### src/rtl/spi_pkg.sv
// Shared types and constants for the SPI register-access frame controller.
// Frame: write = cmd, data, crc, x; read = cmd, crc, x, x (four bytes per select window).
package spi_pkg;

    typedef enum logic [2:0] {
        IDLE   = 3'd0,
        W_DATA = 3'd1,
        W_CRC  = 3'd2,
        R_CRC  = 3'd3,
        R_WAIT = 3'd4,
        R_STAT = 3'd5,
        TAIL   = 3'd6
    } frame_state_e;

    localparam logic [7:0] FILL         = 8'h00;
    localparam logic [7:0] STAT_OK      = 8'hA5;
    localparam logic [7:0] STAT_ERR     = 8'h5A;
    localparam logic [7:0] CRC_POLY     = 8'h07;
    localparam logic [7:0] RD_CRC_FAIL  = 8'hFF;
    localparam int         CMD_WRITE_BIT = 7;

    // Byte counter saturates here; anything past byte 3 is ignored.
    localparam logic [2:0] BYTE_CNT_MAX = 3'd4;

endpackage

### src/rtl/crc8_byte_step.sv
// One-byte CRC-8 update: MSB first, no reflection, no final XOR.
// Purely combinational so the frame controller can fold each rx byte in the same clk.
module crc8_byte_step (
    input  logic [7:0] crc_in,
    input  logic [7:0] data,
    input  logic [7:0] poly,
    output logic [7:0] crc_out
);

    logic [7:0] w_acc;

    always_comb begin
        w_acc = crc_in ^ data;
        for (int i = 0; i < 8; i++) begin
            if (w_acc[7]) begin
                w_acc = {w_acc[6:0], 1'b0} ^ poly;
            end else begin
                w_acc = {w_acc[6:0], 1'b0};
            end
        end
        crc_out = w_acc;
    end

endmodule

### src/rtl/spi_frame_ctrl.sv
// Frame decoder behind spi_slave: collects cmd/data/crc bytes, checks CRC-8,
// issues single-cycle register reads/writes and schedules the MISO bytes.
module spi_frame_ctrl
    import spi_pkg::*;
(
    input  logic       clk,
    input  logic       rst,
    input  logic       ena,
    input  logic       spi_ss,
    input  logic       rx,
    input  logic [7:0] rx_data,
    input  logic       tx,
    output logic [7:0] tx_data,
    output logic [6:0] reg_addr,
    output logic [7:0] reg_wdata,
    output logic       reg_we,
    output logic       reg_re,
    input  logic [7:0] reg_rdata,
    output logic       frame_ok,
    output logic       crc_err,
    output logic [2:0] o_dbg_state
);

    // Strobes: rx is a one-clk pulse meaning rx_data holds a complete byte; tx is a
    // one-clk pulse meaning spi_slave has just copied tx_data into its shifter.
    // Neither has back-pressure, and nothing is sampled while ena is low.

    frame_state_e r_state;
    frame_state_e w_state_nxt;
    logic [2:0]   r_cnt;
    logic [7:0]   r_crc;

    logic         w_rx_ok;
    logic         w_crc_match;
    logic [7:0]   w_crc_seed;
    logic [7:0]   w_crc_step;

    logic [2:0]   w_cnt_nxt;
    logic [7:0]   w_crc_nxt;
    logic [7:0]   w_tx_nxt;
    logic [6:0]   w_addr_nxt;
    logic [7:0]   w_wdata_nxt;
    logic         w_we_nxt;
    logic         w_re_nxt;
    logic         w_ok_nxt;
    logic         w_err_nxt;

    assign w_rx_ok     = rx && (r_cnt != BYTE_CNT_MAX);
    assign w_crc_match = (rx_data == r_crc);
    assign w_crc_seed  = (r_state == IDLE) ? 8'h00 : r_crc;
    assign o_dbg_state = r_state;

    crc8_byte_step u_crc (
        .crc_in  (w_crc_seed),
        .data    (rx_data),
        .poly    (CRC_POLY),
        .crc_out (w_crc_step)
    );

    always_ff @(posedge clk or negedge rst) begin
        if (!rst) begin
            r_state <= IDLE;
        end else if (ena) begin
            r_state <= w_state_nxt;
        end
    end

    always_comb begin
        w_state_nxt = r_state;
        case (r_state)
            IDLE: begin
                if (w_rx_ok) begin
                    w_state_nxt = rx_data[CMD_WRITE_BIT] ? W_DATA : R_CRC;
                end
            end
            W_DATA: begin
                if (w_rx_ok) w_state_nxt = W_CRC;
            end
            W_CRC: begin
                if (w_rx_ok) w_state_nxt = TAIL;
            end
            R_CRC: begin
                if (w_rx_ok) w_state_nxt = w_crc_match ? R_WAIT : R_STAT;
            end
            // Sit here through the reg_re clk; read data arrives the clk after.
            R_WAIT: begin
                if (!reg_re) w_state_nxt = R_STAT;
            end
            R_STAT: begin
                if (w_rx_ok) w_state_nxt = TAIL;
            end
            TAIL:    w_state_nxt = TAIL;
            default: w_state_nxt = IDLE;
        endcase
        if (spi_ss) begin
            w_state_nxt = IDLE;
        end
    end

    always_comb begin
        w_cnt_nxt   = w_rx_ok ? (r_cnt + 3'd1) : r_cnt;
        w_crc_nxt   = r_crc;
        w_tx_nxt    = tx ? FILL : tx_data;
        w_addr_nxt  = reg_addr;
        w_wdata_nxt = reg_wdata;
        w_we_nxt    = 1'b0;
        w_re_nxt    = 1'b0;
        w_ok_nxt    = 1'b0;
        w_err_nxt   = crc_err;

        // Scheduled loads below override the FILL revert from a coincident tx.
        case (r_state)
            IDLE: begin
                if (w_rx_ok) begin
                    w_addr_nxt = rx_data[6:0];
                    w_err_nxt  = 1'b0;
                    w_crc_nxt  = w_crc_step;
                end
            end
            W_DATA: begin
                if (w_rx_ok) begin
                    w_wdata_nxt = rx_data;
                    w_crc_nxt   = w_crc_step;
                end
            end
            W_CRC: begin
                if (w_rx_ok) begin
                    if (w_crc_match) begin
                        w_we_nxt = 1'b1;
                        w_ok_nxt = 1'b1;
                        w_tx_nxt = STAT_OK;
                    end else begin
                        w_err_nxt = 1'b1;
                        w_tx_nxt  = STAT_ERR;
                    end
                end
            end
            R_CRC: begin
                if (w_rx_ok) begin
                    if (w_crc_match) begin
                        w_re_nxt = 1'b1;
                    end else begin
                        w_err_nxt = 1'b1;
                        w_tx_nxt  = RD_CRC_FAIL;
                    end
                end
            end
            R_WAIT: begin
                if (!reg_re) w_tx_nxt = reg_rdata;
            end
            R_STAT: begin
                if (w_rx_ok) begin
                    w_tx_nxt = crc_err ? STAT_ERR : STAT_OK;
                    w_ok_nxt = !crc_err;
                end
            end
            default: begin
            end
        endcase

        // Deselect clears the frame but keeps the last address, data and error flag.
        if (spi_ss) begin
            w_cnt_nxt = 3'd0;
            w_crc_nxt = 8'h00;
            w_tx_nxt  = FILL;
            w_we_nxt  = 1'b0;
            w_re_nxt  = 1'b0;
            w_ok_nxt  = 1'b0;
        end
    end

    always_ff @(posedge clk or negedge rst) begin
        if (!rst) begin
            r_cnt     <= 3'd0;
            r_crc     <= 8'h00;
            tx_data   <= FILL;
            reg_addr  <= 7'd0;
            reg_wdata <= 8'h00;
            reg_we    <= 1'b0;
            reg_re    <= 1'b0;
            frame_ok  <= 1'b0;
            crc_err   <= 1'b0;
        end else if (ena) begin
            r_cnt     <= w_cnt_nxt;
            r_crc     <= w_crc_nxt;
            tx_data   <= w_tx_nxt;
            reg_addr  <= w_addr_nxt;
            reg_wdata <= w_wdata_nxt;
            reg_we    <= w_we_nxt;
            reg_re    <= w_re_nxt;
            frame_ok  <= w_ok_nxt;
            crc_err   <= w_err_nxt;
        end
    end

endmodule

### config.mk
export PLATFORM = sky130hd
export DESIGN_NAME = spi_frame_ctrl
export DESIGN_NICKNAME = d
export VERILOG_FILES = /design/src/rtl/spi_pkg.sv /design/src/rtl/crc8_byte_step.sv /design/src/rtl/spi_frame_ctrl.sv
export SDC_FILE = /design/constraint.sdc
export NUM_CORES = 1
export LEC_CHECK = 0
export BUFFER_PORTS_ARGS = -buffer_cell sky130_fd_sc_hd__buf_4
export CAP_MARGIN = 10
export CORE_MARGIN = 2
export CORE_UTILIZATION = 54
export DETAILED_ROUTE_END_ITERATION = 8
export PLACE_DENSITY = 0.79
export SYNTH_ARGS = -nofsm -noshare
export SYNTH_HDL_FRONTEND = slang
export SYNTH_SLANG_ARGS = --single-unit
export TNS_END_PERCENT = 5
### constraint.sdc
create_clock -name clk -period 2.1 [get_ports clk]
set_input_delay 0.63 -clock clk [delete_from_list [all_inputs] [get_ports clk]]
set_output_delay 0.63 -clock clk [all_outputs]
set_load 0.005 [all_outputs]
==> results of run 1 <==
==> placed cells by master, fill, tap and decap left out, drive strengths merged, types with 2 or more instances in the layout <==
master   n
nor3     3
nand2   22
xor2    18
dfrtp   41
clkbuf   6
a21oi   17
a21o     5
mux2    15
and3     2
buf     77
ha       2
nand3b   2
o211ai   2
inv     12
a31oi    3
a32o     2
a21boi   2
nand2b   4
o21ai   11
nor2b    2
xnor2   19
o22ai    8
nand3    6
nor2    16
nor4     2
a22o     7
==> final cells by class <==
cell class,count,share of cell area
Multi-Input combinational cell,179,0.412
Sequential cell,41,0.334
Timing Repair Buffer,77,0.188
Clock buffer,6,0.0269
Tap cell,52,0.0212
Inverter,12,0.0147
Clock inverter,1,0.00245
==> how the worst min path moves through the flow <==
stage | startpoint | endpoint | cells after the start
2_1_floorplan | rst | crc_err$_DFFE_PN0P_ | 0
3_3_place_gp | tx_data[3]$_DFFE_PN0P_ | tx_data[3]$_DFFE_PN0P_ | 1
3_5_place_dp | tx_data[1]$_DFFE_PN0P_ | tx_data[1]$_DFFE_PN0P_ | 1
4_1_cts | rst | o_dbg_state[1]$_DFFE_PN0P_ | 1
5_1_grt | rst | o_dbg_state[1]$_DFFE_PN0P_ | 1
6_report | rst | frame_ok$_DFFE_PN0P_ | 1
==> sequential cells by signal, indices dropped and copies added, names as in the netlist, 3 cells and up <==
name,cells
o_dbg_state,3
r_cnt,3
r_crc,8
reg_addr,7
reg_wdata,8
tx_data,8
==> power breakdown <==
part	switching, mW	internal, mW
registers	0.189	1.00
clock network	0.268	0.260
logic	0.484	0.633
==> repair_timing <==
action | 4_1_cts | 5_1_grt
setup buffers | 0 | 0
gates resized for setup | 0 | 3
setup endpoints to repair | 0 | 11
==> stage by stage <==
step                instance area (sq um)  setup TNS (ns)
floorplan                            2410               0
global placement                     2970          -0.201
detailed placement                   2970          -0.616
CTS                                  3060               0
global route                         3070               0
finish                               3070               0
==> layer usage <==
| metal | track usage | vias up | wire (um) |
|---|---|---|---|
| met5 | 0 | - | 0 |
| met4 | 0.0713 | 0 | 72 |
| met3 | 0.0556 | 9 | 448 |
| met2 | 0.410 | 90 | 2710 |
| met1 | 0.320 | 965 | 2450 |
| li1 | - | 991 | - |
==> kinds of logic (layout without fill, tap and decap cells) <==
| family | count (synthesis) | after routing | synth area share |
|---|---|---|---|
| muxes | 15 | 15 | 0.0701 |
| buffers and inverters | 22 | 96 | 0.0555 |
| adders and majority gates | 2 | 2 | 0.0104 |
| xor gates and xnor gates | 37 | 37 | 0.134 |
| and+or+nand+nor | 62 | 62 | 0.129 |
| AOI/OAI and AO/OA | 63 | 63 | 0.175 |
| DFF | 41 | 41 | 0.426 |
==> flow_summary.toml, run 1 <==
[synthesis]
ys_seq_area_frac = 0.426
synth_top_area_share = 0.426
synth.area.top_cells = "dfrtp_1 43%, mux2_2 7.0%, xnor2_1 6.9%"
yosys-top-cells-count = "41 x dfrtp_1, 22 x nand2_1, 19 x xnor2_1"
synth_most_common_cell = "dfrtp_1"
async_reset_ff_frac = 1.00
ys_seq_elements = 41
synth-edff-count = 0
synthesis.area_sq_um = 2410
synth_nets = 266
yosys_warnings = 0
ys_types = 42
synthCells = 242
syn_avg_cell_area_sq_um = 9.96
synth-main-ff-cell = "dfrtp_1"
yosysTopAreaCell = "dfrtp_1"

[power_and_ir_drop]
p_leak_nw = 1.42
power.total_mw = 2.83
p_per_area_nw_per_um2 = 923
vdd_drop_max_uv = 621

[setup_path]
cp_num_buf_inv = 1
cpPeakStageDelay_ns = 0.44
worstSetupEndpoint = "tx_data[1]$_DFFE_PN0P_"
crit_start = "r_crc[6]$_DFFE_PN0P_"
timing.rr.start = "r_crc[6]$_DFFE_PN0P_"
critPathRequiredTime_ns = 2.29
critical-path-top-delay-family = "compound AO/OA/AOI/OAI gates"
r2r_slack_ns = 0.15
cp_data_arrival_time_ns = 2.13
ff2ff_path_depth = 7
critical_path_class = "register to register"
crit_fanout = 4
worstSetupEndpointType = "register"
r2r-end = "tx_data[1]$_DFFE_PN0P_"
path_cells = "xor2_1 > nor4_2 > buf_4 > a21boi_0 > o21ai_2 > a21oi_1 > a21o_1"
slowest_stage = "dfrtp_1"
cp.depth = 7
cp-start-kind = "register"

[die]
die_area_sq_um = 5020
num_rows = 24
ios = 52
start_util = 0.558
coreArea_sq_um = 4320
die_w_um = 70.8
die_h_um = 70.8

[placement]
dp.cells = 361
place.port_buffers = 51
place_ws_ns = -0.0761
hpwlAfterDp_um = 4160
place_congestion = 0.917

[grt]
grt-ovfl-total = 0
grt_max_degree = 42
first_global_vias = 2096
antenna_found_initial = 0
grt_use_total = 0.245
grt_pass1_wl_um = 9740

[sta]
setup_ws_ns = 0.153
setup_viol = 0
drv_slew = 0
max_slew_margin = 0.636
skew_ns = 0.00329
rsz0062_at_grt = "no"
period_share = 0.927
hold_ws_ns = 0.312
min_period_ns = 1.95
max_freq_ghz = 0.514
worst_slew_pin_slew_ns = 0.546
hold_viol = 0

[routing]
viasPerCell = 5.58
first_pass_iters = 4
drtAntennaViolNets = 0
routed_wl_um = 5680
route.detailed.drc = 0
num_vias = 2055
drt_iter0_markers = 113
avgRoutedWirePerCell_um = 15.4

[cts]
ctsHoldBuffers = 0
clk_pin_slew_worst_paths_ns = 0.08
cts_made_buffers = 5
cts_sinks = 41
cts_tree = "built"
insertion_delay_ns = 0.29
root_buffer = "clkbuf_8"
cts-htree-levels = 2
clockBufferDepth = 2

[min_path]
hp-class = "input port to async pin"

[cells_and_area]
post-route-util = 0.710
regArea_sq_um = 1030
drive_gt1_frac = 0.345
syn_to_final_growth_pct = 27.3
multi_input_area_sq_um = 1260
layout.nets = 340
fillCellCount = 362
fin_cells = 368
n_antenna_cell = 0

[run]
maxCapViolations = 0

[outcome]
outcome = "finished clean"
Power figures use the tool's default switching activity.
==> run 2, diff against run 1 <==
CORE_MARGIN = default   (was 2)
CORE_UTILIZATION = 55   (was 54)
PLACE_DENSITY = 0.77   (was 0.79)
SYNTH_HIERARCHICAL = 1   (was default)
==> run 2 against run 1 <==
Effect of this change:
- the flow now finishes with violations (negative setup slack)
- final cell count rose by 61%
- die area rose by 35%
- first-iteration DRC count grew to 3.4 times the previous value
- critical path type unchanged
- synthesized area increased by 47%
==> flow_summary.toml, run 2 <==
[die]
coreArea_sq_um = 6060
num_rows = 28
die_h_um = 82.3
die_area_sq_um = 6780
die_w_um = 82.3
ios = 52
start_util = 0.585

[sta]
worst_slew_pin_slew_ns = 0.689
setup_ws_ns = -0.724
hold_viol = 0
max_freq_ghz = 0.354
setup_viol = 8
skew_ns = 0.00557
max_slew_margin = 0.535
period_share = 1.34
drv_slew = 0
min_period_ns = 2.82
rsz0062_at_grt = "yes"
fin_setup_tns_ns = -5.13
hold_ws_ns = 0.296

[cells_and_area]
multi_input_area_sq_um = 2520
largestRegisters = "r_crc x8, reg_wdata x8, tx_data x8"
layout_common_cells = "127 x buf_4, 41 x dfrtp_1, 40 x nand2_1, 31 x xnor2_1, 17 x nor2_1"
regArea_sq_um = 1030
fillCellCount = 401
fin_area_sq_um = 4770
n_antenna_cell = 0
layout.nets = 539
fin_cells = 591
final_common_cell = "buf_4"
post-route-util = 0.787
drive_gt1_frac = 0.362
syn_to_final_growth_pct = 34.5

[synthesis]
ys_types = 76
syn_avg_cell_area_sq_um = 9.17
yosysTopAreaCell = "dfrtp_1"
ys_seq_elements = 41
synth-edff-count = 0
synthCells = 387
synth_top_area_share = 0.289
yosys_warnings = 6
synthesis.area_sq_um = 3550
ys_seq_area_frac = 0.289
async_reset_ff_frac = 1.00
synth_most_common_cell = "nand2_1"
synth-main-ff-cell = "dfrtp_1"
yosys-top-cells-count = "43 x nand2_1, 41 x dfrtp_1, 32 x xnor2_1"
synth.area.top_cells = "dfrtp_1 29%, xnor2_1 7.9%, nand2_1 4.5%"

[power_and_ir_drop]
p_per_area_nw_per_um2 = 1430
power.total_mw = 6.83
p_leak_nw = 2.25
vdd_drop_max_uv = 1410

[routing]
avgRoutedWirePerCell_um = 18.6
first_pass_iters = 5
viasPerCell = 6.04
drtAntennaViolNets = 0
drt_iter0_markers = 379
route.detailed.drc = 0
routed_wl_um = 11000
num_vias = 3570

[setup_path]
slowest_stage = "dfrtp_1"
cpPeakStageDelay_ns = 0.42
cp_data_arrival_time_ns = 3.01
cp_num_buf_inv = 1
ff2ff_path_depth = 15
cp-start-kind = "register"
crit_fanout = 4
critPathRequiredTime_ns = 2.29
critical_path_class = "register to register"
worstSetupEndpointType = "register"
path_cells = "nor3_4 > buf_6 > nor2b_4 > xnor2_2 > o21ai_2 > and2_4 > nand2_2 > xnor2_1 > xnor3_1 > o21ai_2 > o211a_1 > a211oi_4 > and3b_1 > xnor2_1 > a22o_1"
critical-path-top-delay-family = "simple AND/OR/NAND/NOR gates"
cp.depth = 15

[placement]
hpwlAfterDp_um = 7590
place.port_buffers = 51
place_area_sq_um = 4410
place_congestion = 0.863
place_ws_ns = -0.724
dp.cells = 559

[outcome]
violations = "negative setup slack"
outcome = "finished with violations"

[cts]
cts_tree = "built"
cts-htree-levels = 2
root_buffer = "clkbuf_8"
cts_made_buffers = 5
cts_sinks = 41
clk_pin_slew_worst_paths_ns = 0.09
clockBufferDepth = 2
insertion_delay_ns = 0.30

[grt]
grt_pass1_wl_um = 16900
grt-ovfl-total = 0
first_global_vias = 3366
grt_use_total = 0.338
antenna_found_initial = 0
grt_max_degree = 42

[run]
maxCapViolations = 0

[min_path]
hp-class = "input port to async pin"
run 2: cell types whose count changed after synthesis, sizes merged, moves of 7 or more:
cell    change
o211ai      +8
or3         +7
nand2      +21
nor2b       +8
o21ai       +8
xnor2      +16
nor3        +7
run 2: repair_timing:
item                       CTS  global route
setup endpoints to repair    8             8
resized for setup           11             7
buffers inserted            21             4
hold buffers                 0             0
pin swaps                   25            16
run 2: final timing paths:
path / slack, ns / end / from
min: 0.30 / tx_data[4]$_DFFE_PN0P_ / rst
min reg2reg: 0.50 / reg_addr[6]$_DFFE_PN0P_ / reg_addr[6]$_DFFE_PN0P_
max in group asynchronous: 1.43 / r_cnt[0]$_DFFE_PN0P_ / rst
min in group clk: 0.50 / reg_addr[6]$_DFFE_PN0P_ / reg_addr[6]$_DFFE_PN0P_
max reg2reg: -0.72 / r_crc[1]$_DFFE_PN0P_ / o_dbg_state[2]$_DFFE_PN0P_
max: -0.72 / r_crc[1]$_DFFE_PN0P_ / o_dbg_state[2]$_DFFE_PN0P_
run 2: final cells by class:
type / count / area share
Sequential cell: 41 / 0.215
Multi-Input combinational cell: 324 / 0.528
Tap cell: 75 / 0.0197
Timing Repair Buffer: 130 / 0.207
Inverter: 13 / 0.0102
Clock inverter: 2 / 0.00288
Clock buffer: 6 / 0.0173
run 2: kinds of logic after synthesis:
kind of cell | Yosys count | synth area share
simple gates | 130 | 0.195
compound gates | 102 | 0.217
other cells | 2 | 0.00212
fa+ha+maj | 2 | 0.00705
flops | 41 | 0.289
buf+inv | 31 | 0.0381
mux | 19 | 0.0589
xor+xnor | 60 | 0.193
run 2: report_power, final:
part | switching, mW | internal (mW)
Combinational | 2.31 | 2.75
Clock | 0.294 | 0.267
Sequential | 0.177 | 1.04
run 2: metal layers:
| metal | track usage | up-vias | part of all wire |
|---|---|---|---|
| met4 | 0.102 | 0 | 0.018 |
| met2 | 0.527 | 149 | 0.47 |
| met5 | 0 | - | 0 |
| met3 | 0.0484 | 21 | 0.054 |
| li1 | - | 1647 | - |
| met1 | 0.483 | 1753 | 0.46 |
